**src/rtl/vga_timing_gen.sv**
```systemverilog
// vga_timing_gen: raster timing generator at the head of the video pipeline.
// Produces hcount/vcount for the pixel generators, plus hsync/vsync/blank for
// the VGA output registers. Everything advances one pixel per pix_en_in tick.
// Sync/blank can be delayed by DELAY ticks to match downstream pixel latency.
// Optional feature macro: VGA_FRAME_COUNT_EN adds an 8-bit frame counter output.
// There is no FSM; the raster position itself (hcount_out/vcount_out) is the
// observable state. pix_en_in is a qualifier, not a handshake: the block never
// stalls it, and a low tick simply freezes all state except the start pulses.
module vga_timing_gen #(
  parameter int H_ACTIVE = 1024,
  parameter int H_FP     = 24,
  parameter int H_SYNC   = 136,
  parameter int H_BP     = 160,
  parameter int V_ACTIVE = 768,
  parameter int V_FP     = 3,
  parameter int V_SYNC   = 6,
  parameter int V_BP     = 29,
  parameter int SYNC_POL = 0,
  parameter int DELAY    = 0
) (
  input  logic        clk_in,
  input  logic        rstn_in,
  input  logic        pix_en_in,
  output logic [10:0] hcount_out,
  output logic [9:0]  vcount_out,
  output logic        hsync_out,
  output logic        vsync_out,
  output logic        blank_out,
  output logic        line_start_out,
  output logic        frame_start_out
`ifdef VGA_FRAME_COUNT_EN
  ,
  output logic [7:0]  frame_count_out
`endif
);

  // H_TOTAL must fit the 11-bit counter (<= 2048), V_TOTAL the 10-bit one (<= 1024).
  localparam int H_TOTAL = H_ACTIVE + H_FP + H_SYNC + H_BP;
  localparam int V_TOTAL = V_ACTIVE + V_FP + V_SYNC + V_BP;

  localparam logic [10:0] H_LAST = 11'(H_TOTAL - 1);
  localparam logic [9:0]  V_LAST = 10'(V_TOTAL - 1);

  // Window bounds carried one bit wider so an end bound equal to the total
  // (zero back porch) cannot overflow.
  localparam logic [11:0] H_ACT_W  = 12'(H_ACTIVE);
  localparam logic [11:0] HS_BEG_W = 12'(H_ACTIVE + H_FP);
  localparam logic [11:0] HS_END_W = 12'(H_ACTIVE + H_FP + H_SYNC);
  localparam logic [10:0] V_ACT_W  = 11'(V_ACTIVE);
  localparam logic [10:0] VS_BEG_W = 11'(V_ACTIVE + V_FP);
  localparam logic [10:0] VS_END_W = 11'(V_ACTIVE + V_FP + V_SYNC);

  localparam logic SYNC_ACT = (SYNC_POL != 0);

  // Bundle order inside the delay line: {hsync, vsync, blank}.
  localparam logic [2:0] IDLE_BITS = {~SYNC_ACT, ~SYNC_ACT, 1'b1};

  // Raster decode for a given position.
  function automatic logic [2:0] decode(input logic [10:0] h, input logic [9:0] v);
    logic hs_win;
    logic vs_win;
    logic bl;
    hs_win = ({1'b0, h} >= HS_BEG_W) && ({1'b0, h} < HS_END_W);
    vs_win = ({1'b0, v} >= VS_BEG_W) && ({1'b0, v} < VS_END_W);
    bl     = ({1'b0, h} >= H_ACT_W) || ({1'b0, v} >= V_ACT_W);
    return {hs_win ? SYNC_ACT : ~SYNC_ACT, vs_win ? SYNC_ACT : ~SYNC_ACT, bl};
  endfunction

  logic        h_wrap;
  logic        v_wrap;
  logic [10:0] h_next;
  logic [9:0]  v_next;

  // pipe[0] is the undelayed decode aligned with the counters; pipe[DELAY]
  // drives the outputs.
  logic [2:0] pipe [0:DELAY];

  // Next raster position if this cycle carries a tick.
  always_comb begin
    h_wrap = (hcount_out == H_LAST);
    v_wrap = (vcount_out == V_LAST);
    h_next = h_wrap ? 11'd0 : hcount_out + 11'd1;
    v_next = vcount_out;
    if (h_wrap) begin
      v_next = v_wrap ? 10'd0 : vcount_out + 10'd1;
    end
  end

  // Counters, start pulses and the sync/blank delay line; reset wins over ticks.
  always_ff @(posedge clk_in) begin
    if (!rstn_in) begin
      hcount_out      <= 11'd0;
      vcount_out      <= 10'd0;
      line_start_out  <= 1'b0;
      frame_start_out <= 1'b0;
      pipe[0]         <= decode(11'd0, 10'd0);
      for (int i = 1; i <= DELAY; i++) begin
        pipe[i] <= IDLE_BITS;
      end
    end else begin
      line_start_out  <= pix_en_in && h_wrap;
      frame_start_out <= pix_en_in && h_wrap && v_wrap;
      if (pix_en_in) begin
        hcount_out <= h_next;
        vcount_out <= v_next;
        pipe[0]    <= decode(h_next, v_next);
        for (int i = 1; i <= DELAY; i++) begin
          pipe[i] <= pipe[i-1];
        end
      end
    end
  end

  assign {hsync_out, vsync_out, blank_out} = pipe[DELAY];

`ifdef VGA_FRAME_COUNT_EN
  // Frame counter steps on the same edge that raises frame_start_out.
  always_ff @(posedge clk_in) begin
    if (!rstn_in) begin
      frame_count_out <= 8'd0;
    end else if (pix_en_in && h_wrap && v_wrap) begin
      frame_count_out <= frame_count_out + 8'd1;
    end
  end
`endif

endmodule

```
**config.mk**
```make
export PLATFORM = sky130hd
export DESIGN_NAME = vga_timing_gen
export DESIGN_NICKNAME = d
export VERILOG_FILES = /design/src/rtl/vga_timing_gen.sv
export SDC_FILE = /design/constraint.sdc
export NUM_CORES = 1
export LEC_CHECK = 0
export ABC_CLOCK_PERIOD_IN_PS = 2300
export CORE_MARGIN = 5
export CORE_UTILIZATION = 40
export CTS_BUF_LIST = sky130_fd_sc_hd__clkbuf_2 sky130_fd_sc_hd__clkbuf_4 sky130_fd_sc_hd__clkbuf_8
export CTS_CLUSTER_SIZE = 24
export DETAILED_ROUTE_END_ITERATION = 12
export HOLD_SLACK_MARGIN = 0.15
export PLACE_DENSITY = 0.72
export SLEW_MARGIN = 20
export SYNTH_ARGS = -nofsm -noshare
export SYNTH_HDL_FRONTEND = slang
export SYNTH_SLANG_ARGS = --single-unit
```
**constraint.sdc**
```tcl
create_clock -name clk_in -period 2.3 [get_ports clk_in]
set_input_delay 0.345 -clock clk_in [delete_from_list [all_inputs] [get_ports clk_in]]
set_output_delay 0.345 -clock clk_in [all_outputs]
set_load 0.05 [all_outputs]
```
==> results.json, run 1 <==
{
  "viasPerCell": 6.01,
  "cts_sinks": 26,
  "tightest_slew_ns": 0.560,
  "synth.area.top_cells": "dfxtp_1, edfxtp_1, a21oi_1, nand3_1, nor2_1",
  "hp-class": "flop to flop",
  "avgSynthCellArea_um2": 8.05,
  "cts_made_buffers": 3,
  "cp-start-kind": "flop",
  "tns_ns": 0,
  "final_common_cell": "clkdlybuf4s50_1",
  "critPathMaxStageDelay_ns": 0.41,
  "ff2ff_path_depth": 7,
  "stdcell_area_mm2": 0.00237,
  "diodes": 0,
  "cts-root-buf": "clkbuf_8",
  "async_reset_ff_share_pct": 0,
  "synthAdderAreaFrac_pct": 2.76,
  "syn_inst": 225,
  "post-route-min-period_ns": 2.24,
  "met1Wirelength_um": 2350,
  "synth.area.mux_share_pct": 1.80,
  "start_util_pct": 41.3,
  "min_period_over_period_pct": 97.6,
  "die_y_um": 77.3,
  "clock_skew_ns": 0.00298,
  "cts_hold_buf": 0,
  "coreArea_mm2": 0.00438,
  "post_route_cells_drive_above_1_share_pct": 22.6,
  "syn_area_mm2": 0.00181,
  "crit_arrival_ns": 2.28,
  "wl_met3_um": 415,
  "clk_latency_ns": 0.28,
  "p_leak_nw": 0.787,
  "areaGrowthSynthToFinish_pct": 31.1,
  "synth_nets": 232,
  "synth_edf_count": 3,
  "die_area_mm2": 0.00598,
  "cts_buffer_depth": 2,
  "synth_top_area_share_pct": 25.4,
  "drt-pass1-iter-count": 4,
  "path_depth": 7,
  "required_ns": 2.33,
  "totalWireLength_um": 5290,
  "p_total_w": 0.000839,
  "wl_met2_um": 2420,
  "synth_compound_gate_area_share_pct": 23.0,
  "grt.overflow.total": 0,
  "mostFrequentLayoutCells": "clkdlybuf4s50_1, buf_4, nor2_1",
  "cts_tree": "done",
  "rr_endpoint": "pipe[0][1]$_SDFFCE_PN1P_",
  "gp_congestion": 0.951,
  "cp_slowest_cell": "or4_4",
  "synth_top_family_by_area": "simple AND/OR/NAND/NOR gates",
  "yosysSeqAreaShare_pct": 30.4,
  "grt_max_degree": 17,
  "ir_worst_vdd_uv": 203,
  "fillerInstances": 401,
  "cts_htree_levels": 1,
  "whs_path_depth": 2,
  "wire_per_inst_um": 16.6,
  "grt_pass1_wl_um": 8800,
  "path_class": "flop to flop",
  "track_usage_pct": 17.9,
  "cp_top_family": "simple AND/OR/NAND/NOR gates",
  "rrSetupSlack_ns": 0.06,
  "cp-endpoint": "pipe[0][1]$_SDFFCE_PN1P_",
  "die_w_um": 77.3,
  "finalNetCount": 274,
  "hpwl_um": 3860,
  "setup_viol": 0,
  "ys_ff_latch": 26,
  "slew_viol_final": 0,
  "startpoint": "vcount_out[1]$_SDFFE_PN0P_",
  "cp_max_fo": 6,
  "drv_cap": 0,
  "finalHoldViolCount": 0,
  "yosys.area_share.simple_pct": 33.3,
  "clk_pin_slew_ns": 0.09,
  "io_buffer_count": 28,
  "synth_warnings": 0,
  "top_layer_used": "met4",
  "relSlewSlack_pct": 62.6,
  "fmax_mhz": 446,
  "reg2reg_from": "vcount_out[1]$_SDFFE_PN0P_",
  "status": "complete, no violations",
  "ios": 29,
  "antenna_found_initial": 0,
  "endpoint_kind": "flop",
  "worst-path-buf-inv": 1,
  "yosysUniqueCellTypes": 60,
  "num_vias": 1910,
  "yosysTopAreaCell": "dfxtp_1",
  "synth-xor-area-share_pct": 2.90,
  "path_cells": "inv_1 -> ha_2 -> and4b_1 -> and3_4 -> or4_4 -> a31o_1 -> a2111o_1",
  "grt_pass1_vias": 1723,
  "postRouteAntennaNets": 0,
  "holdWs_ns": 0.502,
  "place_area_mm2": 0.00230,
  "ys.flop_type": "dfxtp_1",
  "drc": 0,
  "power_density_mw_per_mm2": 353,
  "rows": 24,
  "drt_iter0_drc": 285
}
-- per-stage QoR --
step / std cells / util, % / setup slack (ns)
floorplan: 225 / - / 0.000838
global placement: 313 / 52.4 / 0.0954
detailed placement: 313 / 52.4 / 0.0338
CTS: 317 / 53.5 / 0.0118
global route: 318 / 54.2 / -0.00292
finish: 318 / 54.2 / 0.0560
-- sequential cells by signal (all words and copies together), names as in the netlist --
signal and cells:
hcount_out 11, pipe 3, line_start_out 1, vcount_out 10, frame_start_out 1
-- how the worst min path moves through the flow --
stage	from	endpoint	slack, ns
floorplan	rstn_in	vcount_out[7]$_SDFFE_PN0P_	0.46
global placement	hcount_out[5]$_SDFFE_PN0P_	hcount_out[5]$_SDFFE_PN0P_	0.48
detailed placement	hcount_out[5]$_SDFFE_PN0P_	hcount_out[5]$_SDFFE_PN0P_	0.48
CTS	hcount_out[5]$_SDFFE_PN0P_	hcount_out[5]$_SDFFE_PN0P_	0.50
global route	hcount_out[5]$_SDFFE_PN0P_	hcount_out[5]$_SDFFE_PN0P_	0.52
finish	hcount_out[5]$_SDFFE_PN0P_	hcount_out[5]$_SDFFE_PN0P_	0.50
-- worst reg2reg max path: stages (launching register included) --
cell      delay (ns)
dfxtp_4         0.39
inv_1           0.05
ha_2            0.17
and4b_1         0.22
and3_4          0.19
or4_4           0.41
a31o_1          0.23
a2111o_1        0.35
-- layout make-up --
cell class / instances / area [µm²] / area share (%)
inverter: 8 / 30.0 / 1.26
tap: 52 / 65.1 / 2.74
sequential: 26 / 586 / 24.7
timing repair buffer: 53 / 468 / 19.7
multi-input combinational: 175 / 1180 / 49.6
clock buffer: 4 / 48.8 / 2.05
-- power breakdown --
| part | switching (W) | total, W | internal [W] | leakage, nW |
|---|---|---|---|---|
| combinational | 0.0000552 | 0.0000849 | 0.0000297 | 0.538 |
| clock | 0.000153 | 0.000289 | 0.000136 | 0.0262 |
| sequential | 0.00000521 | 0.000464 | 0.000459 | 0.223 |
-- per-layer routing --
| metal | GRT usage (%) | vias to the layer above |
|---|---|---|
| met3 | 2.46 | 11 |
| met5 | 0 | - |
| met1 | 26.2 | 887 |
| met4 | 5.84 | 0 |
| li1 | - | 929 |
| met2 | 26.8 | 83 |
-- cell usage after synthesis (8+ instances only) --
| cell | count |
|---|---|
| nor2_1 | 18 |
| dfxtp_1 | 23 |
| inv_1 | 8 |
| nor3_1 | 10 |
| nand3_1 | 14 |
| o21ai_0 | 13 |
| nand2_1 | 16 |
| a21oi_1 | 16 |
| clkbuf_1 | 11 |
-- timing repair --
| item | 4_1_cts | 5_1_grt |
|---|---|---|
| buffers inserted | 0 | 1 |
| resized for setup | 0 | 5 |
| endpoints found under the setup margin | 0 | 3 |
-- kinds of logic (layout without fill, tap and decap cells) --
family | Yosys count | count (layout)
buffers and inverters | 24 | 65
multiplexers | 3 | 3
AND/OR/NAND/NOR | 100 | 100
adder cells (fa/ha/maj) | 4 | 4
AO/OA/AOI/OAI | 62 | 62
XOR/XNOR | 6 | 6
flip-flops | 26 | 26
No activity file was read; power rests on OpenSTA's default activity.
==> inputs of run 2 (changes only) <==
==> config.mk (replaced) <==
export PLATFORM = sky130hd
export DESIGN_NAME = vga_timing_gen
export DESIGN_NICKNAME = d
export VERILOG_FILES = /design/src/rtl/vga_timing_gen.sv
export SDC_FILE = /design/constraint.sdc
export NUM_CORES = 1
export LEC_CHECK = 0
export ABC_CLOCK_PERIOD_IN_PS = 2200
export CORE_MARGIN = 5
export CORE_UTILIZATION = 40
export CTS_BUF_LIST = sky130_fd_sc_hd__clkbuf_2 sky130_fd_sc_hd__clkbuf_4 sky130_fd_sc_hd__clkbuf_8
export CTS_CLUSTER_SIZE = 28
export DETAILED_ROUTE_END_ITERATION = 12
export HOLD_SLACK_MARGIN = 0.15
export PLACE_DENSITY = 0.7
export SYNTH_ARGS = -nofsm -noshare
export SYNTH_HDL_FRONTEND = slang
export SYNTH_SLANG_ARGS = --single-unit
==> constraint.sdc (replaced) <==
create_clock -name clk_in -period 2.2 [get_ports clk_in]
set_input_delay 0.33 -clock clk_in [delete_from_list [all_inputs] [get_ports clk_in]]
set_output_delay 0.33 -clock clk_in [all_outputs]
set_load 0.05 [all_outputs]
==> results.json, run 2 (synthesis gave the netlist of run 1 again) <==
{
  "required_ns": 2.24,
  "postRouteAntennaNets": 0,
  "diodes": 0,
  "viasPerCell": 5.95,
  "cts_tree": "done",
  "dp_cells": 320,
  "layout_setup_ws_ns": 0.0689,
  "clk_pin_slew_ns": 0.10,
  "relSlewSlack_pct": 63.5,
  "die_area_mm2": 0.00598,
  "coreArea_mm2": 0.00438,
  "power_density_mw_per_mm2": 398,
  "place_area_mm2": 0.00237,
  "ir_worst_vdd_uv": 235,
  "multiInputGateArea_mm2": 0.00119,
  "areaGrowthSynthToFinish_pct": 35.8,
  "rsz0062_at_grt": "yes",
  "ios": 29,
  "grt_max_degree": 17,
  "cp_slowest_cell": "or4_1",
  "drt_iter0_drc": 255,
  "grt_pass1_wl_um": 8870,
  "top_register": "hcount_out",
  "largest_reg_flops": 11,
  "finalNetCount": 280,
  "setup_viol": 0,
  "cp-start-kind": "flop",
  "p_total_w": 0.000980,
  "cts_sinks": 26,
  "pre_cts_ws_ns": 0.0403,
  "fillerInstances": 416,
  "drt-pass1-iter-count": 4,
  "cts_buffer_depth": 2,
  "finalHoldViolCount": 0,
  "cts_setup_buffers": 0,
  "fmax_mhz": 469,
  "final_common_cell": "buf_4",
  "status": "complete, no violations",
  "clk_latency_ns": 0.28,
  "stdcell_area_mm2": 0.00246,
  "hp-class": "flop to flop",
  "largestRegisters": "hcount_out: 11 flops, vcount_out: 10 flops, pipe: 3 flops",
  "post_route_cells_drive_above_1_share_pct": 25.4,
  "grt.overflow.total": 0,
  "cp_max_fo": 3,
  "tightest_slew_ns": 0.548,
  "totalWireLength_um": 5280,
  "hpwl_um": 3890,
  "grt_pass1_vias": 1797,
  "die_w_um": 77.3,
  "startpoint": "vcount_out[1]$_SDFFE_PN0P_",
  "clock_skew_ns": 0.0114,
  "mostFrequentLayoutCells": "buf_4, clkdlybuf4s50_1, nor2_1",
  "die_y_um": 77.3,
  "endpoint_kind": "flop",
  "path_class": "flop to flop",
  "post-route-min-period_ns": 2.13,
  "drc": 0,
  "slew_viol_final": 0,
  "seqCellArea_um2": 591,
  "io_buffer_count": 28,
  "crit_arrival_ns": 2.17,
  "path_cells": "inv_2 -> ha_2 -> and4b_1 -> and3_1 -> or4_1 -> a31o_1 -> a2111o_1",
  "stdcell_count": 324,
  "cts_made_buffers": 3,
  "hold_path_startpoint": "hcount_out[5]$_SDFFE_PN0P_",
  "cts-root-buf": "clkbuf_8",
  "min_period_over_period_pct": 96.9,
  "start_util_pct": 41.3,
  "rows": 24,
  "cts_htree_levels": 1,
  "wire_per_inst_um": 16.3,
  "drv_cap": 0,
  "num_vias": 1928,
  "gp_congestion": 0.981,
  "critPathMaxStageDelay_ns": 0.40,
  "p_leak_nw": 0.832,
  "antenna_found_initial": 0,
  "reg2reg_from": "vcount_out[1]$_SDFFE_PN0P_",
  "track_usage_pct": 17.9
}
-- run 2: worst paths after layout --
kind	to	slack, ns	cells past startpoint
setup / recovery	pipe[0][1]$_SDFFCE_PN1P_	0.07	7
hold / removal	hcount_out[5]$_SDFFE_PN0P_	0.50	2
setup reg to reg	pipe[0][1]$_SDFFCE_PN1P_	0.07	7
hold reg to reg	hcount_out[5]$_SDFFE_PN0P_	0.50	2
-- run 2: final cells by class --
cell class	count	share of cell area, %
sequential	26	24.0
inverter	8	1.22
timing repair buffer	59	20.8
clock buffer	3	1.68
tap	52	2.64
clock inverter	1	1.22
multi-input combinational	175	48.4
-- run 2: critical path: cells and delay by family (launching register included) --
kind / cells / cell delay (ns)
AO/OA/AOI/OAI: 2 / 0.57
flip-flops: 1 / 0.36
buffers and inverters: 1 / 0.03
adder cells (fa/ha/maj): 1 / 0.15
AND/OR/NAND/NOR: 3 / 0.78
-- run 2: routing by layer --
layer	part of all wire [%]	vias up	global-route usage, %	wire, µm
li1	-	935	-	-
met1	48	920	26.4	2510
met2	45	67	26.4	2360
met3	6.6	6	2.69	350
met4	1.3	0	6.01	67
met5	0	-	0	0
-- run 2: power by group --
part	internal (W)	switching, W	leakage (nW)
registers	0.000479	0.00000661	0.224
logic	0.0000307	0.0000574	0.572
clock network	0.000244	0.000163	0.0357
-- run 2: metrics by stage --
stage	setup TNS, ns	hold slack [ns]	util, %
final	0	0.505	56.1
after global routing	-0.0144	0.521	56.1
after CTS	0	0.507	55.6
after detailed placement	0	0.491	54.0
after global placement	0	0.483	54.0
after floorplan	-0.0701	0.448	-
-- run 2: timing repair --
item,in CTS,in global routing
hold buffers,0,0
endpoints found under the setup margin,0,1
gates resized for setup,0,6
hold endpoints to repair,0,0
==> inputs of run 3 (changes only) <==
--- a/config.mk
+++ b/config.mk
@@ -9,6 +9,7 @@
 export CORE_MARGIN = 5
 export CORE_UTILIZATION = 40
 export CTS_BUF_LIST = sky130_fd_sc_hd__clkbuf_2 sky130_fd_sc_hd__clkbuf_4 sky130_fd_sc_hd__clkbuf_8
+export CTS_CLUSTER_DIAMETER = 60
 export CTS_CLUSTER_SIZE = 28
 export DETAILED_ROUTE_END_ITERATION = 12
 export HOLD_SLACK_MARGIN = 0.15
==> results of run 3 <==
The final DEF is identical to that of run 2; final timing and power are the same.
